## config.mk

```make
export PLATFORM = sky130hd
export DESIGN_NAME = unstripe_ctrl_flat
export DESIGN_NICKNAME = d
export VERILOG_FILES = /design/src/rtl/unstripe_if.sv /design/src/rtl/unstripe_ctrl.sv /design/src/flat_wrapper.sv
export SDC_FILE = /design/constraint.sdc
export NUM_CORES = 1
export LEC_CHECK = 0
export ABC_AREA = 1
export CORE_ASPECT_RATIO = 0.75
export CORE_MARGIN = 8
export CORE_UTILIZATION = 40
export CTS_CLUSTER_SIZE = 10
export DETAILED_ROUTE_END_ITERATION = 8
export PLACE_DENSITY_LB_ADDON = 0.05
export SETUP_SLACK_MARGIN = 0.05
export SYNTH_ARGS = -nofsm -noshare
export SYNTH_HDL_FRONTEND = slang
export SYNTH_SLANG_ARGS = --single-unit
```

## constraint.sdc

```tcl
create_clock -name clk -period 2.62 [get_ports clk]
set_input_delay 0.262 -clock clk [delete_from_list [all_inputs] [get_ports clk]]
set_output_delay 0.262 -clock clk [all_outputs]
set_load 0.02 [all_outputs]
```

## src/rtl/unstripe_if.sv

```systemverilog
// ============================================================================
// Module   : unstripe_if
// Purpose  : Lane FIFO heads plus downstream byte handshake for unstripe_ctrl.
// Revision : 1.0
// ============================================================================
`default_nettype none

interface unstripe_if #(
    parameter int DATA_W = 8
);
    logic [3:0]        lane_empty;
    logic [DATA_W-1:0] data_in0;
    logic [DATA_W-1:0] data_in1;
    logic [DATA_W-1:0] data_in2;
    logic [DATA_W-1:0] data_in3;
    logic [3:0]        lane_pop;
    logic              out_ready;
    logic [DATA_W-1:0] data;
    logic              valid;

    // Master owns the lane FIFOs and the downstream consumer.
    modport master (
        output lane_empty, data_in0, data_in1, data_in2, data_in3, out_ready,
        input  lane_pop, data, valid
    );

    modport slave (
        input  lane_empty, data_in0, data_in1, data_in2, data_in3, out_ready,
        output lane_pop, data, valid
    );
endinterface

`default_nettype wire

```

## src/rtl/unstripe_ctrl.sv

```systemverilog
// ============================================================================
// Module   : unstripe_ctrl
// Purpose  : Round-robin merge of 1/2/4 show-ahead lane FIFOs into one byte
//            stream, with lane sync and starvation supervision.
// Revision : 1.0
// ============================================================================
`default_nettype none

module unstripe_ctrl #(
    parameter int DATA_W    = 8,
    parameter int STALL_MAX = 15,
    parameter int CNT_W     = 16
) (
    input  wire logic             clk,
    input  wire logic             reset,
    input  wire logic             enable_i,
    input  wire logic [1:0]       cfg_lanes_i,
    unstripe_if.slave             bus,
    output logic      [1:0]       lane_sel_o,
    output logic      [1:0]       state_o,
    output logic      [CNT_W-1:0] byte_cnt_o,
    output logic                  err_o
);

    localparam logic [1:0] ST_IDLE = 2'd0;
    localparam logic [1:0] ST_SYNC = 2'd1;
    localparam logic [1:0] ST_RUN  = 2'd2;
    localparam logic [1:0] ST_ERR  = 2'd3;

    localparam int         SC_W      = $clog2(STALL_MAX + 1);
    localparam logic [SC_W-1:0] STALL_LIM = SC_W'(STALL_MAX);

    logic [1:0]        state_q,    state_d;
    logic [1:0]        lanes_q,    lanes_d;
    logic [1:0]        lane_sel_q, lane_sel_d;
    logic [SC_W-1:0]   stall_q,    stall_d;
    logic [DATA_W-1:0] data_q,     data_d;
    logic              valid_q,    valid_d;
    logic [CNT_W-1:0]  byte_cnt_q, byte_cnt_d;

    logic [3:0]        w_mask;
    logic [1:0]        w_sel_max;
    logic [DATA_W-1:0] w_head;
    logic              w_out_free;
    logic              w_go;
    logic              w_stall;

    // lanes_q encoding: 0 = one lane, 1 = two lanes, 2 = four lanes.
    always_comb begin
        w_mask    = 4'b1111;
        w_sel_max = 2'd3;
        case (lanes_q)
            2'd0: begin w_mask = 4'b0001; w_sel_max = 2'd0; end
            2'd1: begin w_mask = 4'b0011; w_sel_max = 2'd1; end
            default: begin w_mask = 4'b1111; w_sel_max = 2'd3; end
        endcase
    end

    always_comb begin
        w_head = bus.data_in0;
        case (lane_sel_q)
            2'd0: w_head = bus.data_in0;
            2'd1: w_head = bus.data_in1;
            2'd2: w_head = bus.data_in2;
            default: w_head = bus.data_in3;
        endcase
    end

    assign w_out_free = !valid_q || bus.out_ready;
    assign w_go       = (state_q == ST_RUN) && enable_i &&
                        !bus.lane_empty[lane_sel_q] && w_out_free;
    // Starvation only counts when the output could have taken a byte.
    assign w_stall    = (state_q == ST_RUN) && enable_i &&
                        bus.lane_empty[lane_sel_q] && w_out_free;

    always_comb begin
        state_d    = state_q;
        lanes_d    = lanes_q;
        lane_sel_d = lane_sel_q;
        stall_d    = stall_q;
        data_d     = data_q;
        valid_d    = valid_q;
        byte_cnt_d = byte_cnt_q;

        if (valid_q && bus.out_ready) begin
            byte_cnt_d = byte_cnt_q + CNT_W'(1);
        end

        if (w_go) begin
            data_d  = w_head;
            valid_d = 1'b1;
        end else if (bus.out_ready) begin
            valid_d = 1'b0;
        end

        if (!enable_i) begin
            state_d = ST_IDLE;
        end else begin
            case (state_q)
                ST_IDLE: begin
                    state_d    = ST_SYNC;
                    lanes_d    = (cfg_lanes_i == 2'd3) ? 2'd2 : cfg_lanes_i;
                    lane_sel_d = 2'd0;
                    stall_d    = '0;
                end
                ST_SYNC: begin
                    if ((bus.lane_empty & w_mask) == 4'b0000) begin
                        state_d = ST_RUN;
                    end
                end
                ST_RUN: begin
                    if (w_go) begin
                        lane_sel_d = (lane_sel_q + 2'd1) & w_sel_max;
                        stall_d    = '0;
                    end else if (w_stall) begin
                        if (stall_q == STALL_LIM) begin
                            state_d = ST_ERR;
                        end else begin
                            stall_d = stall_q + SC_W'(1);
                        end
                    end
                end
                default: state_d = ST_ERR;
            endcase
        end
    end

    always_ff @(posedge clk) begin
        if (!reset) begin
            state_q    <= ST_IDLE;
            lanes_q    <= 2'd0;
            lane_sel_q <= 2'd0;
            stall_q    <= '0;
            data_q     <= '0;
            valid_q    <= 1'b0;
            byte_cnt_q <= '0;
        end else begin
            state_q    <= state_d;
            lanes_q    <= lanes_d;
            lane_sel_q <= lane_sel_d;
            stall_q    <= stall_d;
            data_q     <= data_d;
            valid_q    <= valid_d;
            byte_cnt_q <= byte_cnt_d;
        end
    end

    assign bus.lane_pop = w_go ? (4'b0001 << lane_sel_q) : 4'b0000;
    assign bus.data     = data_q;
    assign bus.valid    = valid_q;
    assign lane_sel_o   = lane_sel_q;
    assign state_o      = state_q;
    assign byte_cnt_o   = byte_cnt_q;
    assign err_o        = (state_q == ST_ERR);

endmodule

`default_nettype wire

```

## src/flat_wrapper.sv

```systemverilog
// flat-port wrapper written by rule: the top's interface ports become plain ports
module unstripe_ctrl_flat 
#(
    parameter int DATA_W    = 8,
    parameter int STALL_MAX = 15,
    parameter int CNT_W     = 16
)
  (clk, reset, enable_i, cfg_lanes_i, lane_sel_o, state_o, byte_cnt_o, err_o, bus_lane_empty, bus_data_in0, bus_data_in1, bus_data_in2, bus_data_in3, bus_out_ready, bus_lane_pop, bus_data, bus_valid);
  unstripe_if #(.DATA_W(DATA_W)) bus_i ();
  input  wire logic clk;
  input  wire logic reset;
  input  wire logic enable_i;
  input  wire logic [1:0] cfg_lanes_i;
  output logic      [1:0] lane_sel_o;
  output logic      [1:0] state_o;
  output logic      [CNT_W-1:0] byte_cnt_o;
  output logic err_o;
  input wire logic [$bits(bus_i.lane_empty)-1:0] bus_lane_empty;
  input wire logic [$bits(bus_i.data_in0)-1:0] bus_data_in0;
  input wire logic [$bits(bus_i.data_in1)-1:0] bus_data_in1;
  input wire logic [$bits(bus_i.data_in2)-1:0] bus_data_in2;
  input wire logic [$bits(bus_i.data_in3)-1:0] bus_data_in3;
  input wire logic [$bits(bus_i.out_ready)-1:0] bus_out_ready;
  output wire logic [$bits(bus_i.lane_pop)-1:0] bus_lane_pop;
  output wire logic [$bits(bus_i.data)-1:0] bus_data;
  output wire logic [$bits(bus_i.valid)-1:0] bus_valid;
  assign bus_i.lane_empty = bus_lane_empty;
  assign bus_i.data_in0 = bus_data_in0;
  assign bus_i.data_in1 = bus_data_in1;
  assign bus_i.data_in2 = bus_data_in2;
  assign bus_i.data_in3 = bus_data_in3;
  assign bus_i.out_ready = bus_out_ready;
  assign bus_lane_pop = bus_i.lane_pop;
  assign bus_data = bus_i.data;
  assign bus_valid = bus_i.valid;
  unstripe_ctrl #(.DATA_W(DATA_W), .STALL_MAX(STALL_MAX), .CNT_W(CNT_W)) u_core (.clk(clk), .reset(reset), .enable_i(enable_i), .cfg_lanes_i(cfg_lanes_i), .bus(bus_i), .lane_sel_o(lane_sel_o), .state_o(state_o), .byte_cnt_o(byte_cnt_o), .err_o(err_o));
endmodule
```

==> run metrics, run 1 <==
outcome=complete, no violations; Post-Synth Simple-Gate Area=35.63%; DRT iter0 DRCs=98; chip height=77.75 µm; Post-route DRC=0; CTS buffer count=5; post-synthesis cell count=310; clock group share of total power=37.4%; reg2reg setup slack=0.88 ns; largest net degree at the start of global routing=19; Worst Max-Slew Pin Slew=0.5252 ns; Die W=98.33 µm; gr usage total=15.12%; gpl congestion=0.8751; worst skew pair latency=0.28 ns; Worst Setup End Kind=output pin; Worst R2R Path Depth=8; Synth Area in Adders=4.308%; Final TNS setup=0 ns; CTS Buffer Depth=2; synth warn=0; unrepaired setup endpoints after global routing=no; Leak=1.113 nW; Slowest-stage cell, CP=clkdlybuf4s50_1; io pins=76; CTS Hold Bufs=0; synthesized area=2033 µm²; initial antenna violation count=0; hold worst-path end=u_core.bus.data[0]$_SDFFE_PN0P_; final setup fails=0; Pint=0.8777 mW; overall routed net length=5973 µm; Sink Count=35; ANT nets after route=0; Tcrit/Tclk final=89.93%; hpwl dp=4561 µm; final core occ=59.63%; max_cap viols=0; synthesis-to-finish area growth=43.69%; crit path launch type=flop; number of fill cells=475; core area=4900 µm²; post-CTS setup buffers=0; Final min period=2.356 ns; root buffer cell=clkbuf_8; critical path cell sequence=inv_2 > nor2_4 > nand2_2 > nor2_2 > nand2_4 > nor2_1 > clkdlybuf4s50_1; post-synthesis mux area share=0%; Initial DRT Pass Iterations=4; CTS HTree Levels=2; Max stage delay on crit path=0.61 ns; wire length per cell=13.45 µm; Worst Clk Skew=0.009534 ns; Nets=432; Ant. Diodes=0; Max Slew Vio Count=0; Initial Util=41.50%; via/cell ratio=4.950; post-synthesis compound-gate area fraction=14.95%; post-synth cell types=30; TritonCTS clock tree=yes; sw power=0.2884 mW; Max-slew headroom=64.77%; Crit Path Category=flop to output pin; # port buffers=75; Syn Area/Cell=6.559 µm²; Post-Synth XOR/XNOR Area=2.154%; min-delay src=u_core.bus.data[0]$_SDFFE_PN0P_; HP Class=flop to flop; WP data required=2.36 ns; final hold vios=0; syn nets=359; global-route wire length before repair=9666 µm; sequential-to-total area share from yosys stat=34.46%; share of cells above drive strength 1=5.990%; Vias=2,198; worst vdd ir=0.3424 mV; FF-to-FF Start=u_core.byte_cnt_o[0]$_SDFFE_PN0P_; DIE AREA=7644 µm²; vias in the first global route=2,049; critical path peak fanout=12; sequential fraction of design power=47.6%; CP arrival=2.09 ns; Seq cells post-synth=35; FF-to-FF End=u_core.byte_cnt_o[8]$_SDFFE_PN0P_; Switching Share=24.73%; global route overflow=0; main combinational cell family by area after synthesis=simple AND/OR/NAND/NOR gates; # rows=22; Peak Freq=424.4 MHz; clock transition at the registers of the reported paths=0.07 ns; Comb pwr share=15.0%; Power Dens Cells=399.1 nW/µm²; Hold Path Depth=2
==> worst max-delay path by stage <==
stage                                                  from              end  slack [ns]  depth (start not counted)
final                        u_core.state_o[1]$_SDFFE_PN0P_  bus_lane_pop[2]        0.26                          7
after global placement                             enable_i  bus_lane_pop[3]        0.41                          6
after floorplan              u_core.state_o[1]$_SDFFE_PN0P_  bus_lane_pop[0]        0.92                          7
after detailed placement                           enable_i  bus_lane_pop[2]        0.36                          6
after global routing         u_core.state_o[1]$_SDFFE_PN0P_  bus_lane_pop[0]        0.10                          7
after CTS                 u_core.lane_sel_o[0]$_SDFFE_PN0P_  bus_lane_pop[2]        0.15                          7
==> per-stage QoR <==
stage	power [mW]	cells	hold slack [ns]	cell area [µm²]	worst slack, ns
4_1_cts	1.176	444	0.4937	2915	0.1458
2_1_floorplan	0.6481	310	0.4100	2033	0.9231
5_1_grt	1.223	444	0.5191	2922	0.1029
3_5_place_dp	0.7409	436	0.4835	2811	0.3617
6_report	1.166	444	0.4934	2922	0.2640
3_3_place_gp	0.7391	436	0.4807	2811	0.4127
==> cells in the mapped netlist <==
master    instances  share of area, %
a21oi_1          26               6.4
nand2_4           1              0.55
o21ai_0          13               3.2
nor2_2            1              0.31
ha_1              7               4.3
nor2_1           48               8.9
clkbuf_1          6               1.1
or2_2             1              0.31
nand2_2           4               1.2
a31oi_1           1              0.31
nand4_1           3              0.92
o21ai_1           2              0.49
a211oi_1          6               2.2
dfxtp_1          35                34
a22oi_1           1              0.37
nor3_1            3              0.74
a211oi_2          2               1.2
inv_2             2              0.37
clkinv_1          1              0.18
nand3_1          33               8.1
clkinv_2          1              0.25
inv_1            27               5.0
nor3b_1           2              0.74
buf_6             2               1.1
nor2_4            1              0.55
buf_2             2              0.49
nand2_1          72                13
xor2_1            5               2.2
o21bai_1          1              0.37
a21boi_0          1              0.37
==> kinds of logic (layout without fill, tap and decap cells) <==
family                     Yosys count  in the layout
and+or+nand+nor                    169            169
AOI/OAI and AO/OA                   53             53
buffers and inverters               41            115
DFF                                 35             35
adders and majority gates            7              7
xor gates and xnor gates             5              5
==> routing by layer <==
layer	global-route usage, %	wire length [µm]	vias to the layer above	share of wire (%)
li1	-	-	1155	-
met5	0	0	-	0
met3	4.189	327	4	5.5
met2	23.92	2643	56	44
met1	20.13	2978	983	50
met4	2.901	24	0	0.40
==> registers in the layout, summed over array words and instances, names as in the netlist <==
signal,flops
u_core.byte_cnt_o,16
u_core.stall_q,4
u_core.bus.valid,1
u_core.bus.data,8
u_core.lane_sel_o,2
u_core.lanes_q,2
u_core.state_o,2
==> placed cells by master, fill, tap and decap left out, types with 2 or more instances in the layout <==
master / count
clkdlybuf4s50_1: 75
nand2_1: 72
nor2_1: 48
dfxtp_1: 34
nand3_1: 33
inv_1: 27
a21oi_1: 26
o21ai_0: 13
ha_1: 7
clkbuf_8: 7
a211oi_1: 6
xor2_1: 5
nand2_2: 3
nor3_1: 3
nand4_1: 3
inv_2: 2
nand2_4: 2
nor3b_1: 2
a211oi_2: 2
o21ai_1: 2
==> power by group through the flow <==
stage | clock (mW) | combinational [mW] | sequential (mW)
finish | 0.436 | 0.175 | 0.555
global route | 0.473 | 0.194 | 0.556
CTS | 0.447 | 0.175 | 0.554
detailed placement | 0 | 0.174 | 0.566
global placement | 0 | 0.173 | 0.566
floorplan | 0 | 0.0789 | 0.569
==> final cells by class <==
type	count	area (µm²)	area share, %
Clock buffer	7	96.34	3.298
Clock inverter	1	7.507	0.2570
Tap cell	60	75.07	2.570
Timing Repair Buffer	76	758.2	25.95
Inverter	31	117.6	4.026
Sequential cell	35	701.9	24.03
Multi-Input combinational cell	234	1165	39.87
==> critical path: cells and delay by family, from the launching register on <==
| kind | cells | cell delay [ns] |
|---|---|---|
| buffers and inverters | 2 | 0.70 |
| flip-flops | 1 | 0.43 |
| AND/OR/NAND/NOR | 5 | 0.67 |
==> timing repair <==
| action | in CTS | in global routing |
|---|---|---|
| resized for setup | 0 | 2 |
| endpoints found under the hold margin | 0 | 0 |
| setup endpoints to repair | 0 | 4 |
No activity file was read; power rests on OpenSTA's default activity.
==> run 2, diff against run 1 <==
--- a/config.mk
+++ b/config.mk
@@ -5,7 +5,6 @@
 export SDC_FILE = /design/constraint.sdc
 export NUM_CORES = 1
 export LEC_CHECK = 0
-export ABC_AREA = 1
 export CORE_ASPECT_RATIO = 0.75
 export CORE_MARGIN = 8
 export CORE_UTILIZATION = 40
==> run metrics, run 2 <==
post-synthesis mux area share=7.048% (+7.0 points); outcome=complete, no violations; worst vdd ir=0.2960 mV (-14%); Synth Area in Adders=4.654% (+0.35 points); TritonCTS clock tree=yes; Post-Synth Simple-Gate Area=25.66% (-10 points); post-CTS setup buffers=0 (unchanged); Post-Synth XOR/XNOR Area=3.723% (+1.6 points); initial antenna violation count=0 (unchanged); Hold WS=0.4727 ns (-0.02072 ns); synthesized area=1882 µm² (-7.4%); Final TNS setup=0 ns (unchanged); final setup fails=0 (unchanged); io pins=76 (unchanged); share of cells above drive strength 1=8.333% (+2.3 points); final hold vios=0 (unchanged); # rows=21 (-4.5%); reg2reg setup slack=0.64 ns (-0.24 ns); chip height=75.40 µm (-3.0%); post-synthesis cell count=219 (-29%); Switching Share=23.35% (-1.4 points); global route overflow=0 (unchanged); number of fill cells=413 (-13%); WP data required=2.36 ns (about the same); Crit Path Category=input pin to output pin; CTS Hold Bufs=0 (unchanged); overall routed net length=5420 µm (-9.3%); post-synthesis compound-gate area fraction=16.62% (+1.7 points); Syn Area/Cell=8.593 µm² (+31%); max reg flops=16 (unchanged); Worst Clk Skew=0.002183 ns (-0.007351 ns); vias in the first global route=1,808 (-12%); Comb pwr share=10.8% (-4.2 points); Sink Count=35 (unchanged); gpl congestion=0.7288 (-17%); Peak Freq=434.1 MHz (+2.3%); Max Slew Vio Count=0 (unchanged); CTS Buffer Depth=2 (unchanged); synthesis-to-finish area growth=48.07%; final core occ=62.02% (+2.4 points); Slowest-stage cell, CP=mux4_2; via/cell ratio=5.255 (+6.1%); DIE AREA=7178 µm² (-6.1%); Max stage delay on crit path=0.48 ns (-0.13 ns); post-synth cell types=44 (+47%); main combinational cell family by area after synthesis=simple AND/OR/NAND/NOR gates; # port buffers=75 (unchanged); largest net degree at the start of global routing=26 (+7); Initial Util=41.88% (+0.39 points); sequential-to-total area share from yosys stat=37.23% (+2.8 points); clock group share of total power=37.1% (-0.3 points); most common cell in the synthesized netlist=dfxtp_1; Post-route DRC=0 (unchanged); commonest cells after routing, fill and taps aside=clkdlybuf4s50_1, dfxtp_1, nand2_1, nor2_1, o21ai_0; syn nets=268 (-25%); max_cap viols=0 (unchanged); Leak=0.9902 nW (-11%); synth warn=0 (unchanged); unrepaired setup endpoints after global routing=no; Worst Setup End Kind=output pin; Die W=95.20 µm (-3.2%); Ant. Diodes=0 (unchanged); HP Class=flop to flop; Tcrit/Tclk final=87.93% (-2.0 points); sw power=0.2416 mW (-16%); Final min period=2.304 ns (-0.05216 ns); most frequent cells after synthesis=dfxtp_1, nand2_1, nor2_1, o21ai_0, mux2i_1; critical path peak fanout=6 (-6); total power draw=1.035 mW (-11%); DRT iter0 DRCs=85 (-13%); cell family contributing the most delay on the critical path=buffers and inverters; core area=4493 µm² (-8.3%); predominant post-synthesis flop cell=dfxtp_1; clock transition at the registers of the reported paths=0.07 ns (about the same); area share of the largest cell type after synthesis=37.23% (+2.8 points); global-route wire length before repair=8404 µm (-13%); worst skew pair latency=0.28 ns (about the same); CTS buffer count=5 (unchanged); CP Buf/Inv Count=2 (unchanged); sequential fraction of design power=52.2% (+4.6 points); Max-slew headroom=66.91% (+2.1 points); Power Dens Cells=371.4 nW/µm² (-7.0%); Vias=1,876 (-15%); gr usage total=14.85% (-0.27 points); Seq cells post-synth=35 (unchanged); crit path launch type=input pin; wire length per cell=15.18 µm (+13%); CTS HTree Levels=2 (unchanged); Initial DRT Pass Iterations=5 (+1); CP arrival=2.04 ns (-0.05 ns); Async SR Flop Fraction=0% (unchanged); root buffer cell=clkbuf_8; top post-synthesis cells by area=dfxtp_1, mux2i_1, ha_1; Pint=0.7932 mW (-9.6%); most common cell after layout, fill and taps aside=clkdlybuf4s50_1; ANT nets after route=0 (unchanged); Post-synth EDFFs=0 (unchanged); critical path cell sequence=clkdlybuf4s50_1 > mux4_2 > and4bb_2 > and2_1 > dlygate4sd2_1; Worst Max-Slew Pin Slew=0.4963 ns (-0.02883 ns); Nets=348 (-19%); hpwl dp=4110 µm (-9.9%); Synth area leader=dfxtp_1
[run 2: worst paths after layout]
check,depth (start not counted),start,to
worst min-delay path,2,u_core.byte_cnt_o[15]$_SDFFE_PN0P_,u_core.byte_cnt_o[15]$_SDFFE_PN0P_
worst max register to register,5,u_core.lane_sel_o[0]$_SDFFE_PN0P_,u_core.stall_q[2]$_SDFFE_PN0P_
worst max-delay path,5,bus_lane_empty[1],bus_lane_pop[1]
worst min register to register,2,u_core.byte_cnt_o[15]$_SDFFE_PN0P_,u_core.byte_cnt_o[15]$_SDFFE_PN0P_
[run 2: cell families (layout without fill, tap and decap cells)]
group | count (synthesis) | after routing
AOI/OAI and AO/OA | 46 | 46
muxes | 12 | 12
and+or+nand+nor | 91 | 91
DFF | 35 | 35
xor gates and xnor gates | 8 | 8
adders and majority gates | 7 | 7
buffers and inverters | 20 | 101
[run 2: worst min-delay path, stage by stage, from the launching register on]
cell	delay, ns
dfxtp_1	0.32
nand2_1	0.05
mux2i_1	0.05
[run 2: timing repair]
| action | in CTS | in global routing |
|---|---|---|
| gates resized for setup | 4 | 0 |
| setup endpoints to repair | 4 | 0 |
| endpoints found under the hold margin | 0 | 0 |
[run 2: cell type report]
class                           instances  area, µm²  area share [%]
Clock buffer                            6      72.57           2.604
Multi-Input combinational cell        164       1086           38.98
Sequential cell                        35      700.7           25.15
Timing Repair Buffer                   83      805.8           28.92
Inverter                               10      37.54           1.347
Tap cell                               57      71.32           2.559
Clock inverter                          2      12.51          0.4490
[run 2: power by group through the flow]
stage | clock network, mW | logic (mW) | registers (mW)
after detailed placement | 0 | 0.112 | 0.552
after global placement | 0 | 0.111 | 0.552
final | 0.384 | 0.111 | 0.540
after global routing | 0.416 | 0.121 | 0.540
after CTS | 0.396 | 0.112 | 0.539
after floorplan | 0 | 0.0318 | 0.553
[run 2: routing by layer]
metal	vias up	global-route usage, %	routed length [µm]
li1	955	-	-
met2	53	21.77	2290
met4	0	3.621	46
met5	-	0	0
met3	6	8.268	569
met1	862	18.39	2513
[run 2: stage by stage]
stage | setup WS [ns] | area [µm²] | instances
2_1_floorplan | 0.4159 | 1882 | 219
3_5_place_dp | 0.02760 | 2706 | 349
4_1_cts | 0.2982 | 2786 | 357
3_3_place_gp | 0.07126 | 2706 | 349
5_1_grt | 0.2494 | 2786 | 357
6_report | 0.3161 | 2786 | 357
